`src/rtl/exe_mem_buf_if.sv`:
```
// Execute-to-memory writeback interface.
// The buffer uses the slave modport. The execute/memory side (or a bench) uses the master modport.
// The forwarding outputs exist only when EXE_MEM_BUF_FWD_EN is defined.
interface exe_mem_buf_if #(
  parameter int DATA_W = 32,
  parameter int ADDR_W = 5,
  parameter int CNT_W  = 16
);
  logic              flush_i;
  logic              valid_i;
  logic              ready_o;
  logic [ADDR_W-1:0] reg_waddr_i;
  logic              reg_we_i;
  logic [DATA_W-1:0] reg_wdata_i;
  logic              valid_o;
  logic              ready_i;
  logic [ADDR_W-1:0] reg_waddr_o;
  logic              reg_we_o;
  logic [DATA_W-1:0] reg_wdata_o;
  logic [CNT_W-1:0]  stall_cnt_o;
`ifdef EXE_MEM_BUF_FWD_EN
  logic              fwd_we_o;
  logic [ADDR_W-1:0] fwd_waddr_o;
  logic [DATA_W-1:0] fwd_wdata_o;
`endif

  modport slave (
    input  flush_i, valid_i, reg_waddr_i, reg_we_i, reg_wdata_i, ready_i,
    output ready_o, valid_o, reg_waddr_o, reg_we_o, reg_wdata_o, stall_cnt_o
`ifdef EXE_MEM_BUF_FWD_EN
    , output fwd_we_o, fwd_waddr_o, fwd_wdata_o
`endif
  );

  modport master (
    output flush_i, valid_i, reg_waddr_i, reg_we_i, reg_wdata_i, ready_i,
    input  ready_o, valid_o, reg_waddr_o, reg_we_o, reg_wdata_o, stall_cnt_o
`ifdef EXE_MEM_BUF_FWD_EN
    , input fwd_we_o, fwd_waddr_o, fwd_wdata_o
`endif
  );
endinterface

```
`src/rtl/exe_mem_buf.sv`:
```
// Execute/memory pipeline buffer.
// A 2-entry skid buffer (main + skid) holds the writeback triple (waddr, we, wdata).
// It supports a synchronous flush and x0 write suppression.
// A saturating stall counter is kept for debug.
// Optional feature: define EXE_MEM_BUF_FWD_EN to add ID-stage forwarding outputs.
// Those outputs present the youngest valid entry.
module exe_mem_buf #(
  parameter int DATA_W = 32,
  parameter int ADDR_W = 5,
  parameter int CNT_W  = 16
) (
  input  logic          clk_i,
  input  logic          rst_n_i,
  exe_mem_buf_if.slave  bus
);
  // The state encoding is the pair {main_v, skid_v}. The pair (0,1) is never reachable.
  typedef enum logic [1:0] {
    ST_EMPTY = 2'b00,
    ST_ONE   = 2'b10,
    ST_FULL  = 2'b11
  } state_e;

  state_e            state_r, state_next_s;
  logic              ready_r;
  logic [ADDR_W-1:0] main_waddr_r, skid_waddr_r;
  logic              main_we_r, skid_we_r;
  logic [DATA_W-1:0] main_wdata_r, skid_wdata_r;
  logic [CNT_W-1:0]  stall_cnt_r;

  logic accept_s, consume_s;
  logic load_main_in_s, load_main_skid_s, load_skid_s, clr_we_s;

  // Writes to x0 are turned into bubbles at capture time.
  function automatic logic cap_we(input logic we, input logic [ADDR_W-1:0] waddr);
    return we & (waddr != {ADDR_W{1'b0}});
  endfunction

  assign accept_s  = bus.valid_i & ready_r;
  assign consume_s = state_r[1] & bus.ready_i;

  // State register; ready is registered as "skid free in the next state".
  always_ff @(posedge clk_i or negedge rst_n_i) begin
    if (!rst_n_i) begin
      state_r <= ST_EMPTY;
      ready_r <= 1'b1;
    end else begin
      state_r <= state_next_s;
      ready_r <= ~state_next_s[0];
    end
  end

  // Next-state logic; flush overrides any accept/consume in the same cycle.
  always_comb begin
    state_next_s = state_r;
    if (bus.flush_i) begin
      state_next_s = ST_EMPTY;
    end else begin
      case (state_r)
        ST_EMPTY: state_next_s = accept_s ? ST_ONE : ST_EMPTY;
        ST_ONE: begin
          if (consume_s && !accept_s) begin
            state_next_s = ST_EMPTY;
          end else if (accept_s && !consume_s) begin
            state_next_s = ST_FULL;
          end else begin
            state_next_s = ST_ONE;
          end
        end
        ST_FULL:  state_next_s = consume_s ? ST_ONE : ST_FULL;
        default:  state_next_s = ST_EMPTY;
      endcase
    end
  end

  // Datapath load controls derived from the current state and handshake.
  always_comb begin
    load_main_in_s   = 1'b0;
    load_main_skid_s = 1'b0;
    load_skid_s      = 1'b0;
    clr_we_s         = 1'b0;
    if (bus.flush_i) begin
      clr_we_s = 1'b1;
    end else begin
      case (state_r)
        ST_EMPTY: load_main_in_s = accept_s;
        ST_ONE: begin
          load_main_in_s = accept_s & consume_s;
          load_skid_s    = accept_s & ~consume_s;
        end
        ST_FULL:  load_main_skid_s = consume_s;
        default:  clr_we_s = 1'b1;
      endcase
    end
  end

  // Main and skid entry registers. Data stays stale after a consume or flush; only we is cleared.
  always_ff @(posedge clk_i or negedge rst_n_i) begin
    if (!rst_n_i) begin
      main_waddr_r <= {ADDR_W{1'b0}};
      main_we_r    <= 1'b0;
      main_wdata_r <= {DATA_W{1'b0}};
      skid_waddr_r <= {ADDR_W{1'b0}};
      skid_we_r    <= 1'b0;
      skid_wdata_r <= {DATA_W{1'b0}};
    end else begin
      if (clr_we_s) begin
        main_we_r <= 1'b0;
        skid_we_r <= 1'b0;
      end else if (load_main_in_s) begin
        main_waddr_r <= bus.reg_waddr_i;
        main_we_r    <= cap_we(bus.reg_we_i, bus.reg_waddr_i);
        main_wdata_r <= bus.reg_wdata_i;
      end else if (load_main_skid_s) begin
        main_waddr_r <= skid_waddr_r;
        main_we_r    <= skid_we_r;
        main_wdata_r <= skid_wdata_r;
      end
      if (load_skid_s) begin
        skid_waddr_r <= bus.reg_waddr_i;
        skid_we_r    <= cap_we(bus.reg_we_i, bus.reg_waddr_i);
        skid_wdata_r <= bus.reg_wdata_i;
      end
    end
  end

  // Saturating count of cycles in which mem stalls a valid result; only reset clears it.
  always_ff @(posedge clk_i or negedge rst_n_i) begin
    if (!rst_n_i) begin
      stall_cnt_r <= {CNT_W{1'b0}};
    end else if (state_r[1] && !bus.ready_i && !bus.flush_i &&
                 (stall_cnt_r != {CNT_W{1'b1}})) begin
      stall_cnt_r <= stall_cnt_r + {{(CNT_W-1){1'b0}}, 1'b1};
    end
  end

  assign bus.valid_o     = state_r[1];
  assign bus.ready_o     = ready_r;
  assign bus.reg_waddr_o = main_waddr_r;
  assign bus.reg_we_o    = main_we_r;
  assign bus.reg_wdata_o = main_wdata_r;
  assign bus.stall_cnt_o = stall_cnt_r;

`ifdef EXE_MEM_BUF_FWD_EN
  logic              fwd_we_s;
  logic [ADDR_W-1:0] fwd_waddr_s;
  logic [DATA_W-1:0] fwd_wdata_s;

  // Forward the youngest valid entry (skid before main); a flush kills the forward.
  always_comb begin
    fwd_we_s    = 1'b0;
    fwd_waddr_s = main_waddr_r;
    fwd_wdata_s = main_wdata_r;
    if (bus.flush_i) begin
      fwd_we_s = 1'b0;
    end else if (state_r[0]) begin
      fwd_we_s    = skid_we_r;
      fwd_waddr_s = skid_waddr_r;
      fwd_wdata_s = skid_wdata_r;
    end else if (state_r[1]) begin
      fwd_we_s = main_we_r;
    end else begin
      fwd_we_s = 1'b0;
    end
  end

  assign bus.fwd_we_o    = fwd_we_s;
  assign bus.fwd_waddr_o = fwd_waddr_s;
  assign bus.fwd_wdata_o = fwd_wdata_s;
`endif
endmodule

```
`src/flat_wrapper.sv`:
```
// flat-port wrapper written by rule: the top's interface ports become plain ports
module exe_mem_buf_flat 
#(
  parameter int DATA_W = 32,
  parameter int ADDR_W = 5,
  parameter int CNT_W  = 16
)
  (clk_i, rst_n_i, bus_flush_i, bus_valid_i, bus_reg_waddr_i, bus_reg_we_i, bus_reg_wdata_i, bus_ready_i, bus_ready_o, bus_valid_o, bus_reg_waddr_o, bus_reg_we_o, bus_reg_wdata_o, bus_stall_cnt_o);
  exe_mem_buf_if #(.DATA_W(DATA_W), .ADDR_W(ADDR_W), .CNT_W(CNT_W)) bus_i ();
  input  logic clk_i;
  input  logic rst_n_i;
  input wire logic [$bits(bus_i.flush_i)-1:0] bus_flush_i;
  input wire logic [$bits(bus_i.valid_i)-1:0] bus_valid_i;
  input wire logic [$bits(bus_i.reg_waddr_i)-1:0] bus_reg_waddr_i;
  input wire logic [$bits(bus_i.reg_we_i)-1:0] bus_reg_we_i;
  input wire logic [$bits(bus_i.reg_wdata_i)-1:0] bus_reg_wdata_i;
  input wire logic [$bits(bus_i.ready_i)-1:0] bus_ready_i;
  output wire logic [$bits(bus_i.ready_o)-1:0] bus_ready_o;
  output wire logic [$bits(bus_i.valid_o)-1:0] bus_valid_o;
  output wire logic [$bits(bus_i.reg_waddr_o)-1:0] bus_reg_waddr_o;
  output wire logic [$bits(bus_i.reg_we_o)-1:0] bus_reg_we_o;
  output wire logic [$bits(bus_i.reg_wdata_o)-1:0] bus_reg_wdata_o;
  output wire logic [$bits(bus_i.stall_cnt_o)-1:0] bus_stall_cnt_o;
  assign bus_i.flush_i = bus_flush_i;
  assign bus_i.valid_i = bus_valid_i;
  assign bus_i.reg_waddr_i = bus_reg_waddr_i;
  assign bus_i.reg_we_i = bus_reg_we_i;
  assign bus_i.reg_wdata_i = bus_reg_wdata_i;
  assign bus_i.ready_i = bus_ready_i;
  assign bus_ready_o = bus_i.ready_o;
  assign bus_valid_o = bus_i.valid_o;
  assign bus_reg_waddr_o = bus_i.reg_waddr_o;
  assign bus_reg_we_o = bus_i.reg_we_o;
  assign bus_reg_wdata_o = bus_i.reg_wdata_o;
  assign bus_stall_cnt_o = bus_i.stall_cnt_o;
  exe_mem_buf #(.DATA_W(DATA_W), .ADDR_W(ADDR_W), .CNT_W(CNT_W)) u_core (.clk_i(clk_i), .rst_n_i(rst_n_i), .bus(bus_i));
endmodule
```
`config.mk`:
```
export PLATFORM = sky130hd
export DESIGN_NAME = exe_mem_buf_flat
export DESIGN_NICKNAME = d
export VERILOG_FILES = /design/src/rtl/exe_mem_buf_if.sv /design/src/rtl/exe_mem_buf.sv /design/src/flat_wrapper.sv
export SDC_FILE = /design/constraint.sdc
export NUM_CORES = 1
export LEC_CHECK = 0
export ABC_CLOCK_PERIOD_IN_PS = 2700
export BUFFER_PORTS_ARGS = -buffer_cell sky130_fd_sc_hd__buf_4
export CAP_MARGIN = 0
export CORE_ASPECT_RATIO = 0.5
export CORE_MARGIN = 5
export CORE_UTILIZATION = 43
export DETAILED_ROUTE_END_ITERATION = 10
export GPL_TIMING_DRIVEN = 0
export HOLD_SLACK_MARGIN = 0.05
export PLACE_DENSITY = 0.73
export SLEW_MARGIN = 20
export SYNTH_ARGS = -nofsm -noshare
export SYNTH_HDL_FRONTEND = slang
export SYNTH_SLANG_ARGS = --single-unit
```
`constraint.sdc`:
```
create_clock -name clk_i -period 2.7 [get_ports clk_i]
set_clock_uncertainty 0.2 [all_clocks]
set_input_delay 0.54 -clock clk_i [delete_from_list [all_inputs] [get_ports clk_i]]
set_output_delay 0.54 -clock clk_i [all_outputs]
set_load 0.1 [all_outputs]
```
# [Word level (Yosys, flattened, before mapping)]
# Index checks and enable logic that the tools add are counted.
[classes] add_sub_neg=1 order_cmp=0 mul=0 mux=23 n_bitwise=8 reduce_logical=16 n_eq_ne=3 n_shift=0 div_mod_pow=0
[op_table] operator="32-bit 2-to-1 mux" count=2
[op_table] operator="16-bit by 1-bit adder with 16-bit output (second input constant)" count=1
[op_table] operator="16-bit != test (second input constant)" count=1
[op_table] operator="1-bit 2-to-1 mux" count=14
[op_table] operator="5-bit 2-to-1 mux" count=2
[op_table] operator="2-bit 2-to-1 mux" count=3
[op_table] operator="2-bit case mux with 3 select lines" count=1
[op_table] operator="1-bit AND" count=5
[op_table] operator="1-bit logical AND" count=5
[op_table] operator="5-bit nonzero test" count=1
[op_table] operator="2-bit equality test (second input constant)" count=2
[op_table] operator="1-bit logical NOT" count=4
[op_table] operator="2-bit nonzero test" count=2
[op_table] operator="1-bit NOT" count=3
[op_table] operator="3-bit nonzero test" count=1
[op_table] operator="3-bit OR reduction" count=1
[op_table] operator="2-bit logical NOT" count=1
[op_table] operator="1-bit case mux with 2 select lines" count=1
[op_table] operator="2-bit AND reduction" count=1
[word_totals] rom_bits=0 mem_bits_rw=0 latchBits=0 memories=0 output_inout_bits=56 input_bits=43 elab_cells=60 regBits=95

# [Longest topological paths before layout]
# Gate-level depths: netlist (run 1).
[logic_depth] word_depth=8 depth_mapped=7

# [Least setup slack after synthesis (run 1)]
# Ideal clock, no wire load.
[synth_timing] path_type="reg-to-reg" start="register u_core.stall_cnt_r[0] (netlist: u_core.bus.stall_cnt_o[0])" end="register u_core.stall_cnt_r[1] (netlist: u_core.bus.stall_cnt_o[1])" n_path_buf=1 required_time_ns=2.372 path_slack_ns=-0.220 path_stages_with_launch=7 arrival_time_ns=2.591 cell_sequence="dfrtp_1 > ha_1 > nand4_2 > or4_4 > buf_6 > o21ai_2 > mux2_1"
[synth_between] elab_chain_len=2 word_cells_on_any_way=3
[synth_lines] element="start: declaration" line_no="exe_mem_buf.sv:28" rtl="logic [CNT_W-1:0] stall_cnt_r;"
[synth_lines] element="start signal: assignment" line_no="exe_mem_buf.sv:129" rtl="stall_cnt_r <= {CNT_W{1'b0}};"
[synth_lines] element="start signal: assignment" line_no="exe_mem_buf.sv:132" rtl="stall_cnt_r <= stall_cnt_r + {{(CNT_W-1){1'b0}}, 1'b1};"
[synth_lines] element="parallel branches: the longest is 2 deep, another holds 16-bit by 1-bit adder with 16-bit output"
# Several ways; the timed one is not identified.
# A chain may end at the register's enable or synchronous reset.

# [Worst setup path after layout (run 1)]
[layout_timing] start="register u_core.ready_r (netlist: u_core.bus.ready_o)" end="register u_core.main_wdata_r[22] (netlist: u_core.bus.reg_wdata_o[22])"
[layout_between] elab_chain_len=6 word_cells_on_any_way=7
[layout_lines] element="start: declaration" line_no="exe_mem_buf.sv:24" rtl="logic ready_r;"
[layout_lines] element="start signal: assignment" line_no="exe_mem_buf.sv:48" rtl="ready_r <= ~state_next_s[0];"
[layout_lines] element="1-bit AND (*)" line_no="exe_mem_buf.sv:38" rtl="assign accept_s = bus.valid_i & ready_r;"
[layout_lines] element="1-bit AND" line_no="exe_mem_buf.sv:87" rtl="load_main_in_s = accept_s & consume_s;"
[layout_lines] element="1-bit case mux with 2 select lines (*)" line_no="exe_mem_buf.sv:84" rtl="case (state_r)"
[layout_lines] element="1-bit 2-to-1 mux (*)" line_no="exe_mem_buf.sv:81" rtl="if (bus.flush_i) begin"
[layout_lines] element="2-bit nonzero test (no source line)"
[layout_lines] element="2-bit AND reduction (no source line)"
[layout_lines] element="end signal: assignment" line_no="exe_mem_buf.sv:101" rtl="main_wdata_r <= {DATA_W{1'b0}};"
[layout_lines] element="end signal: assignment" line_no="exe_mem_buf.sv:112" rtl="main_wdata_r <= bus.reg_wdata_i;"
[layout_lines] element="end signal: assignment" line_no="exe_mem_buf.sv:116" rtl="main_wdata_r <= skid_wdata_r;"
[layout_lines] element="end: declaration" line_no="exe_mem_buf.sv:27" rtl="logic [DATA_W-1:0] main_wdata_r, skid_wdata_r;"
# Mark *: on every way between the ends. The rest lies on a longest branch, timed or not.

==> reports/qor.txt, run 1 <==
Core Rows: 25
Synth Flop Type: dfrtp_1
CTS root buffer: clkbuf_16
die extent in x: 150 µm
Final Hold Fails: 0
Cells after Synth: 346
post-route insts no fill: 594
outcome: complete, no violations
largest net degree at the start of global routing: 96
setup ws final: 266 ps
TNS Setup: 0 ps
area grow syn2layout: 28.1%
vias in the first global route: 3072
fin. max-slew vios: 0
Vert. Die Dim: 79.9 µm
DRC Markers: 0
DP HPWL: 6650 µm
Core Util, Final: 56.7%
CP max FO: 10
worst-skew pair later-pin latency: 340 ps
initial drt markers: 119
via count: 2942
CP Data Arrival Time: 2430 ps
global-route wire length before repair: 15600 µm
# clock sinks: 95
relative slew slack: 41.6%
critical path capture point type: flop
Fmax achieved: 411 MHz
Setup Buffers After CTS: 0
maxcap violations: 0
initial antenna violation count: 0
post-route cell area: 5380 µm²
worst vdd ir: 0.000494 V
Max Root-Sink Buffers: 2
Tot GR Track Use: 16.6%
Routed WL: 9320 µm
Overflow after GRT: 0
Yosys warning count: 0
average wire per standard cell: 15.7 µm
Nets: 498
Cells after DPL: 578
Critical R2R Capture: u_core.bus.reg_wdata_o[22]$_DFFE_PN0P_
initial core utilization: 44.3%
Seq/Total Area, Yosys: 56.7%
IO Count: 99
RD Place Congestion: 0.812
layout cells sized above 1: 36.6%
H-tree levels: 3
Leak: 0.00247 µW
cts hold-fix bufs: 0
Mean Syn Cell Area: 12.1 µm²
Pwr per Cell Area: 937 nW/µm²
Post-DP Area: 5100 µm²
CP required: 2690 ps
post-place setup slack: 154 ps
ANT nets after route: 0
count of state elements after synthesis: 95
port buffer count: 97
WS Path Type: flop to flop
CTS tree: yes
min cycle time layout: 2430 ps
syn nets: 390
CTS Buf Count: 9
post-cts resize count: 0
Diodes inserted: 0
asr flop ratio synth: 100%
clk slew on worst S/H paths: 60 ps
vias per cell: 4.95
RSZ-0062 raised after global routing: no
R2R Setup Slk: 270 ps
Post-synth EDFFs: 0
die area: 12000 µm²
post-synthesis cell type count: 40
Mapped Area: 4200 µm²
Reg2Reg Depth: 5
Core Area: 9480 µm²
actual slew at the worst max-slew pin: 877 ps
final setup vio count: 0
reg2reg start: u_core.bus.ready_o$_DFF_PN1_
fin crit share: 90.2%
Hold Crit Class: primary input to asynchronous set/reset pin
DR pass1 iterations: 4
Startpoint Class: flop
-- cell usage in the layout, fill, tap and decap left out, drive strengths merged, types with 3 or more instances in the layout --
cell / n
clkbuf: 16
dfrtp: 94
o21ai: 7
mux2: 39
buf: 112
mux2i: 39
a21oi: 40
nand2: 3
xor2: 4
inv: 7
nand3: 8
xnor2: 8
nand4: 4
nor2: 47
nand4b: 3
and4: 4
-- synth_stat cells (all sizes together), types with 7 or more instances --
cell type / n / area, µm²
a21oi: 40 / 200
nand3: 8 / 40.0
mux2i: 39 / 390
nor2: 47 / 176
inv: 7 / 26.3
dfrtp: 94 / 2350
o21ai: 7 / 38.8
buf: 15 / 108
mux2: 39 / 439
xnor2: 8 / 70.1
-- registers in the layout, summed over array words and instances (netlist names) --
name and count:
u_core.skid_waddr_r 5, u_core.skid_wdata_r 32, u_core.skid_we_r 1, u_core.bus.ready_o 1
u_core.bus.reg_waddr_o 5, u_core.bus.reg_we_o 1, u_core.bus.reg_wdata_o 32, u_core.bus.stall_cnt_o 16
u_core.state_r 2
-- per-layer routing --
| layer | part of all wire (%) | up-vias | global-route usage (%) |
|---|---|---|---|
| met4 | 1.3 | 0 | 5.38 |
| met1 | 45 | 1449 | 20.8 |
| met3 | 2.9 | 11 | 3.74 |
| li1 | - | 1441 | - |
| met5 | 0 | - | 0 |
| met2 | 51 | 41 | 28.6 |
-- critical path, stage by stage, from the launching register on --
cell and delay, ps:
dfstp_2 560, nand3b_4 90, o31ai_1 430, clkbuf_1 410, clkbuf_1 460, a21oi_1 130
-- report_power, final --
part / switching, µW / total (µW) / internal [µW]
Combinational: 1450 / 1940 / 494
Sequential: 188 / 1910 / 1730
Clock: 516 / 1190 / 673
Total: 2150 / 5040 / 2890
-- layout make-up --
type | count | area (µm²)
multi-input combinational | 226 | 1670
timing repair buffer | 97 | 732
clock buffer | 13 | 260
buffer | 18 | 119
clock inverter | 3 | 17.5
fill | 810 | 4100
inverter | 7 | 26.3
tap | 135 | 169
sequential | 95 | 2380
-- metrics by stage --
| step | hold slack [ps] | power (µW) |
|---|---|---|
| CTS | 134 | 5090 |
| global placement | 266 | 3850 |
| detailed placement | 275 | 3890 |
| floorplan | 44.4 | 3410 |
| global route | 175 | 5280 |
| finish | 63.7 | 5040 |
-- cell families (layout without fill, tap and decap cells) --
group / count (synthesis) / after routing / synth area share (%)
multiplexers: 78 / 78 / 19.8
AO/OA/AOI/OAI: 54 / 54 / 7.04
flip-flops: 95 / 95 / 56.7
adder cells (fa/ha/maj): 1 / 1 / 0.298
buffers and inverters: 25 / 138 / 3.46
AND/OR/NAND/NOR: 81 / 81 / 10.3
XOR/XNOR: 12 / 12 / 2.50
-- worst max-delay path by stage --
stage	startpoint	slack, ps	depth (start not counted)	end
2_1_floorplan	u_core.bus.stall_cnt_o[9]$_DFFE_PN0P_	9	5	u_core.bus.stall_cnt_o[1]$_DFFE_PN0P_
4_1_cts	u_core.bus.ready_o$_DFF_PN1_	260	5	u_core.bus.reg_wdata_o[26]$_DFFE_PN0P_
6_report	u_core.bus.ready_o$_DFF_PN1_	270	5	u_core.bus.reg_wdata_o[22]$_DFFE_PN0P_
3_3_place_gp	bus_valid_i	230	6	u_core.bus.reg_wdata_o[28]$_DFFE_PN0P_
3_5_place_dp	bus_valid_i	150	6	u_core.bus.reg_wdata_o[26]$_DFFE_PN0P_
5_1_grt	u_core.bus.ready_o$_DFF_PN1_	100	5	u_core.bus.reg_wdata_o[21]$_DFFE_PN0P_
No activity file was read; power rests on OpenSTA's default activity.
==> run 2: changes to the inputs <==
--- a/config.mk
+++ b/config.mk
@@ -6,7 +6,7 @@
 export NUM_CORES = 1
 export LEC_CHECK = 0
 export ABC_CLOCK_PERIOD_IN_PS = 2700
-export BUFFER_PORTS_ARGS = -buffer_cell sky130_fd_sc_hd__buf_4
+export BUFFER_PORTS_ARGS = -buffer_cell sky130_fd_sc_hd__buf_2
 export CAP_MARGIN = 0
 export CORE_ASPECT_RATIO = 0.5
 export CORE_MARGIN = 5
==> run 2 against run 1 <==
  * Sequential power about the same
  * Hold slack improved by 120 ps
  * Core utilization is 2.3 points lower
  * Sequential cell count stayed put
  * Count of clock-buffer cells in the layout shrank 2
  * Largest cell class unchanged
==> reports/qor.txt, run 2 (synthesized netlist as in run 1, its figures left out) <==
outcome: complete, no violations (unchanged)
Leak: 0.00240 µW (was 0.00247 µW)
RD Place Congestion: 0.772 (was 0.812)
Hold WS: 180 ps (was 63.7 ps)
DR top layer: met5 (was met4)
worst-skew pair later-pin latency: 340 ps (about the same)
actual slew at the worst max-slew pin: 556 ps (was 877 ps)
Fmax achieved: 412 MHz (was 411 MHz)
Final Hold Fails: 0 (unchanged)
min cycle time layout: 2420 ps (was 2430 ps)
vias in the first global route: 3040 (was 3072)
layout filler cell count: 841 (was 810)
global-route wire length before repair: 15200 µm (was 15600 µm)
CP max FO: 10 (unchanged)
# clock sinks: 95 (unchanged)
Cell Chain, Critical Path: nand3b_4, o31ai_1, clkbuf_1, clkbuf_1, a21oi_1 (unchanged)
RSZ-0062 raised after global routing: no (unchanged)
Critical R2R Capture: u_core.bus.reg_wdata_o[23]$_DFFE_PN0P_ (was u_core.bus.reg_wdata_o[22]$_DFFE_PN0P_)
most frequent cells in the layout: buf_2 (104), dfrtp_1 (92), nor2_1 (47), a21oi_1 (40), mux2i_1 (39) (was buf_4 (99), dfrtp_1 (92), nor2_1 (47), a21oi_1 (40), mux2i_1 (39))
cts hold-fix bufs: 1 (was 0)
post-place setup slack: 178 ps (was 154 ps)
port buffer count: 97 (unchanged)
met2 wire len: 4600 µm (was 4720 µm)
Routed WL: 9140 µm (was 9320 µm)
WS Path Type: flop to flop (unchanged)
relative slew slack: 62.9% (was 41.6%)
fin crit share: 89.8% (was 90.2%)
DRC Markers: 0 (unchanged)
CTS Buf Count: 9 (unchanged)
CP required: 2700 ps (was 2690 ps)
worst vdd ir: 0.000391 V (was 0.000494 V)
commonest non-fill, non-tap cell in the layout: buf_2 (was buf_4)
vias per cell: 4.99 (was 4.95)
largest net degree at the start of global routing: 78 (was 96)
initial core utilization: 44.3% (unchanged)
via count: 2974 (was 2942)
Hold EP: u_core.state_r[1]$_DFF_PN0_
setup ws final: 276 ps (was 266 ps)
DP HPWL: 6530 µm (was 6650 µm)
CP max stage cell: dfstp_2 (unchanged)
fin. max-slew vios: 0 (unchanged)
met3 WL: 445 µm (was 274 µm)
Startpoint Class: flop (unchanged)
Pwr per Cell Area: 947 nW/µm² (was 937 nW/µm²)
die extent in x: 150 µm (unchanged)
Hold Path Cell Cnt: 2
post-cts resize count: 0 (unchanged)
Power, Total: 4890 µW (was 5040 µW)
CTS root buffer: clkbuf_16 (unchanged)
CP peak stage delay: 560 ps (about the same)
Worst path top cell family by delay: buffers and inverters (unchanged)
Diodes inserted: 0 (unchanged)
R2R Setup Slk: 280 ps (was 270 ps)
Core Area: 9480 µm² (unchanged)
Nets: 500 (was 498)
die area: 12000 µm² (unchanged)
Max Root-Sink Buffers: 2 (unchanged)
Core Rows: 25 (unchanged)
final setup vio count: 0 (unchanged)
DR pass1 iterations: 4 (unchanged)
maxcap violations: 0 (unchanged)
area grow syn2layout: 23.0% (was 28.1%)
critical path capture point type: flop (unchanged)
Hold Crit Class: primary input to flop (was primary input to asynchronous set/reset pin)
IO Count: 99 (unchanged)
layout cells sized above 1: 36.7% (was 36.6%)
Tot GR Track Use: 16.4% (was 16.6%)
min-delay src: bus_flush_i
DRT met1 WL: 4010 µm (was 4200 µm)
Setup Buffers After CTS: 0 (unchanged)
ANT nets after route: 0 (unchanged)
average wire per standard cell: 15.3 µm (was 15.7 µm)
Overflow after GRT: 0 (unchanged)
Reg2Reg Depth: 5 (unchanged)
worst path bufs/invs: 2 (unchanged)
initial antenna violation count: 1 (was 0)
most used cell, CP: clkbuf_1 (unchanged)
clk slew on worst S/H paths: 70 ps (was 60 ps)
CTS tree: yes (unchanged)
initial drt markers: 154 (was 119)
Vert. Die Dim: 79.9 µm (unchanged)
reg2reg start: u_core.bus.ready_o$_DFF_PN1_ (unchanged)
H-tree levels: 3 (unchanged)
CP Data Arrival Time: 2420 ps (was 2430 ps)
## run 2: cell types whose count changed in the layout (fill, tap and decap cells not counted)
cell,delta
dlygate4sd3_1,+1
buf_2,+96
inv_6,+1
clkinvlp_4,+1
buf_4,-96
buf_16,+1
clkbuf_8,-2
## run 2: power breakdown
group	internal [µW]	leakage, µW	switching, µW
logic	395	0.00112	1440
clock network	625	0.000126	526
registers	1730	0.00116	175
## run 2: metal layers
metal | vias to the layer above | global-route usage (%)
met5 | - | 0
met4 | 2 | 3.83
met3 | 8 | 5.45
met2 | 47 | 28.7
met1 | 1476 | 19.8
li1 | 1441 | -
## run 2: final cells by class
type	count	area, µm²	share of cell area [%]
buffer	18	119	2.30
clock buffer	11	233	4.51
clock inverter	5	33.8	0.654
inverter	7	26.3	0.509
multi-input combinational	226	1670	32.4
sequential	95	2380	46.1
tap	135	169	3.27
timing repair buffer	99	529	10.2
## run 2: metrics by stage
stage          instances  setup TNS (ps)  area (µm²)  utilization (%)
3_5_place_dp         579               0        4890             51.6
5_1_grt              596               0        5160             54.5
2_1_floorplan        346               0        4200                -
4_1_cts              596               0        5160             54.5
6_report             596               0        5160             54.5
3_3_place_gp         578           -9710        4850             51.2
## run 2: worst max path at each step
stage,start,to,cells after the start,slack (ps)
floorplan,u_core.bus.stall_cnt_o[9]$_DFFE_PN0P_,u_core.bus.stall_cnt_o[1]$_DFFE_PN0P_,5,9
global placement,rst_n_i,u_core.bus.stall_cnt_o[0]$_DFFE_PN0P_,1,-280
detailed placement,bus_valid_i,u_core.bus.reg_wdata_o[23]$_DFFE_PN0P_,6,180
CTS,u_core.bus.ready_o$_DFF_PN1_,u_core.bus.reg_wdata_o[23]$_DFFE_PN0P_,5,250
global route,u_core.bus.ready_o$_DFF_PN1_,u_core.bus.reg_wdata_o[23]$_DFFE_PN0P_,5,90
finish,u_core.bus.ready_o$_DFF_PN1_,u_core.bus.reg_wdata_o[23]$_DFFE_PN0P_,5,280
==> run 3: changes to the inputs <==
--- a/config.mk
+++ b/config.mk
@@ -6,7 +6,7 @@
 export NUM_CORES = 1
 export LEC_CHECK = 0
 export ABC_CLOCK_PERIOD_IN_PS = 2700
-export BUFFER_PORTS_ARGS = -buffer_cell sky130_fd_sc_hd__buf_2
+export BUFFER_PORTS_ARGS = -buffer_cell sky130_fd_sc_hd__buf_4
 export CAP_MARGIN = 0
 export CORE_ASPECT_RATIO = 0.5
 export CORE_MARGIN = 5
@@ -14,7 +14,7 @@
 export DETAILED_ROUTE_END_ITERATION = 10
 export GPL_TIMING_DRIVEN = 0
 export HOLD_SLACK_MARGIN = 0.05
-export PLACE_DENSITY = 0.73
+export PLACE_DENSITY = 0.7
 export SLEW_MARGIN = 20
 export SYNTH_ARGS = -nofsm -noshare
 export SYNTH_HDL_FRONTEND = slang
==> run 3 against run 2 <==
  * Core utilization grew 2.4 points
  * Sequential cell count did not move
  * Non-clock buffer count down 2
  * Power grew 4.0%
  * Routed wire length shrank 0.18%
  * Critical path type unchanged
  * Largest power group is now combinational cells
  * Highest routed layer is now met4
==> reports/qor.txt, run 3 (synthesized netlist as in run 1, its figures left out) <==
outcome: complete, no violations (unchanged)
worst-skew pair later-pin latency: 340 ps (about the same)
CP required: 2690 ps (was 2700 ps)
Hold Crit Class: primary input to asynchronous set/reset pin (was primary input to flop)
met2 GRT Util: 27.4% (was 28.7%)
Diodes inserted: 0 (unchanged)
CP Data Arrival Time: 2490 ps (was 2420 ps)
CTS Buf Count: 9 (unchanged)
GRT busiest layer: met2 (unchanged)
initial drt markers: 126 (was 154)
final setup vio count: 0 (unchanged)
ANT nets after route: 0 (unchanged)
most frequent cells in the layout: buf_4 (99), dfrtp_1 (92), nor2_1 (47), a21oi_1 (40), mux2i_1 (39) (was buf_2 (104), dfrtp_1 (92), nor2_1 (47), a21oi_1 (40), mux2i_1 (39))
Routed WL: 9120 µm (was 9140 µm)
Tot GR Track Use: 16.1% (was 16.4%)
register area: 2380 µm² (unchanged)
relative slew slack: 41.7% (was 62.9%)
post-place setup slack: 123 ps (was 178 ps)
Overflow after GRT: 0 (unchanged)
Core Rows: 25 (unchanged)
initial antenna violation count: 0 (was 1)
CP max FO: 10 (unchanged)
initial core utilization: 44.3% (unchanged)
CTS root buffer: clkbuf_16 (unchanged)
Leak: 0.00247 µW (was 0.00240 µW)
Max Root-Sink Buffers: 2 (unchanged)
via count: 2984 (was 2974)
commonest non-fill, non-tap cell in the layout: buf_4 (was buf_2)
Final Hold Fails: 0 (unchanged)
GR Util met3: 3.91% (was 5.45%)
DR pass1 iterations: 4 (unchanged)
die extent in x: 150 µm (unchanged)
fin crit share: 92.3% (was 89.8%)
maxcap violations: 0 (unchanged)
cts hold-fix bufs: 0 (was 1)
Core Util, Final: 56.9% (was 54.5%)
Nets: 498 (was 500)
TNS Setup: 0 ps (unchanged)
# clock sinks: 95 (unchanged)
multi-input logic area: 1670 µm² (unchanged)
critical path capture point type: flop (unchanged)
vias per cell: 5.02 (was 4.99)
fin. max-slew vios: 0 (unchanged)
met1 usage: 20.4% (was 19.8%)
layout filler cell count: 815 (was 841)
average wire per standard cell: 15.4 µm (was 15.3 µm)
WS Path Type: flop to flop (unchanged)
DP HPWL: 6370 µm (was 6530 µm)
actual slew at the worst max-slew pin: 875 ps (was 556 ps)
Pwr per Cell Area: 944 nW/µm² (was 947 nW/µm²)
setup ws final: 207 ps (was 276 ps)
Worst Setup SP: u_core.bus.ready_o$_DFF_PN1_ (unchanged)
vias in the first global route: 3044 (was 3040)
layout cells sized above 1: 36.6% (was 36.7%)
IO Count: 99 (unchanged)
area grow syn2layout: 28.4% (was 23.0%)
H-tree levels: 3 (unchanged)
clk slew on worst S/H paths: 70 ps (about the same)
port buffer count: 97 (unchanged)
CTS tree: yes (unchanged)
post-cts resize count: 0 (unchanged)
RD Place Congestion: 0.808 (was 0.772)
DRC Markers: 0 (unchanged)
Setup Buffers After CTS: 0 (unchanged)
RSZ-0062 raised after global routing: no (unchanged)
die area: 12000 µm² (unchanged)
largest net degree at the start of global routing: 96 (was 78)
worst vdd ir: 0.000413 V (was 0.000391 V)
min cycle time layout: 2490 ps (was 2420 ps)
Core Area: 9480 µm² (unchanged)
Startpoint Class: flop (unchanged)
global-route wire length before repair: 15100 µm (was 15200 µm)
Vert. Die Dim: 79.9 µm (unchanged)
reg2reg start: u_core.bus.ready_o$_DFF_PN1_ (unchanged)
Fmax achieved: 401 MHz (was 412 MHz)
## run 3: changes by cell type in the layout (fill, tap and decap cells not counted), sizes merged
| cell | delta |
|---|---|
| clkinvlp | -2 |
| clkinv | +1 |
| bufinv | +1 |
| dlygate4sd3 | -1 |
| buf | -1 |
## run 3: through the flow
stage	hold WS [ps]	std cells	power, µW	area, µm²
floorplan	44.4	346	3410	4200
global route	153	594	5330	5390
detailed placement	275	578	3880	5100
global placement	266	578	3850	5100
CTS	137	594	5150	5390
finish	61.5	594	5090	5390
## run 3: final cells by class
class / count / area share, %
clock buffers: 11 / 4.32
well taps: 135 / 3.13
multi-input cells: 226 / 31.0
repair buffers: 97 / 13.6
flip-flops and latches: 95 / 44.2
clock inverters: 5 / 1.07
inverters: 7 / 0.487
plain buffers: 18 / 2.21
## run 3: power by group
group | total [µW] | switching [µW] | internal, µW | leakage (µW)
Sequential | 1910 | 188 | 1730 | 0.00116
Clock | 1250 | 526 | 720 | 0.000144
Combinational | 1930 | 1430 | 493 | 0.00117
## run 3: per-layer routing
layer	vias to the layer above	share of wire, %
met2	48	50
met1	1484	46
met4	0	1.0
met3	10	3.2
met5	-	0
li1	1442	-
## run 3: path summary, 6_finish.rpt
path	end	cells past startpoint	slack [ps]
min in group clk_i	u_core.state_r[1]$_DFF_PN0_	2	190
setup / recovery	u_core.bus.reg_wdata_o[28]$_DFFE_PN0P_	5	210
setup reg to reg	u_core.bus.reg_wdata_o[28]$_DFFE_PN0P_	5	210
hold reg to reg	u_core.skid_wdata_r[17]$_DFFE_PN0P_	1	290
max in group asynchronous	u_core.bus.stall_cnt_o[1]$_DFFE_PN0P_	1	1560
hold / removal	u_core.bus.reg_wdata_o[15]$_DFFE_PN0P_	1	60
## run 3: critical path, cell delays in order (launching register included)
cell and delay, ps:
dfstp_2 560, nand3b_4 90, o31ai_1 470, clkbuf_1 440
clkbuf_1 450, a21oi_1 130
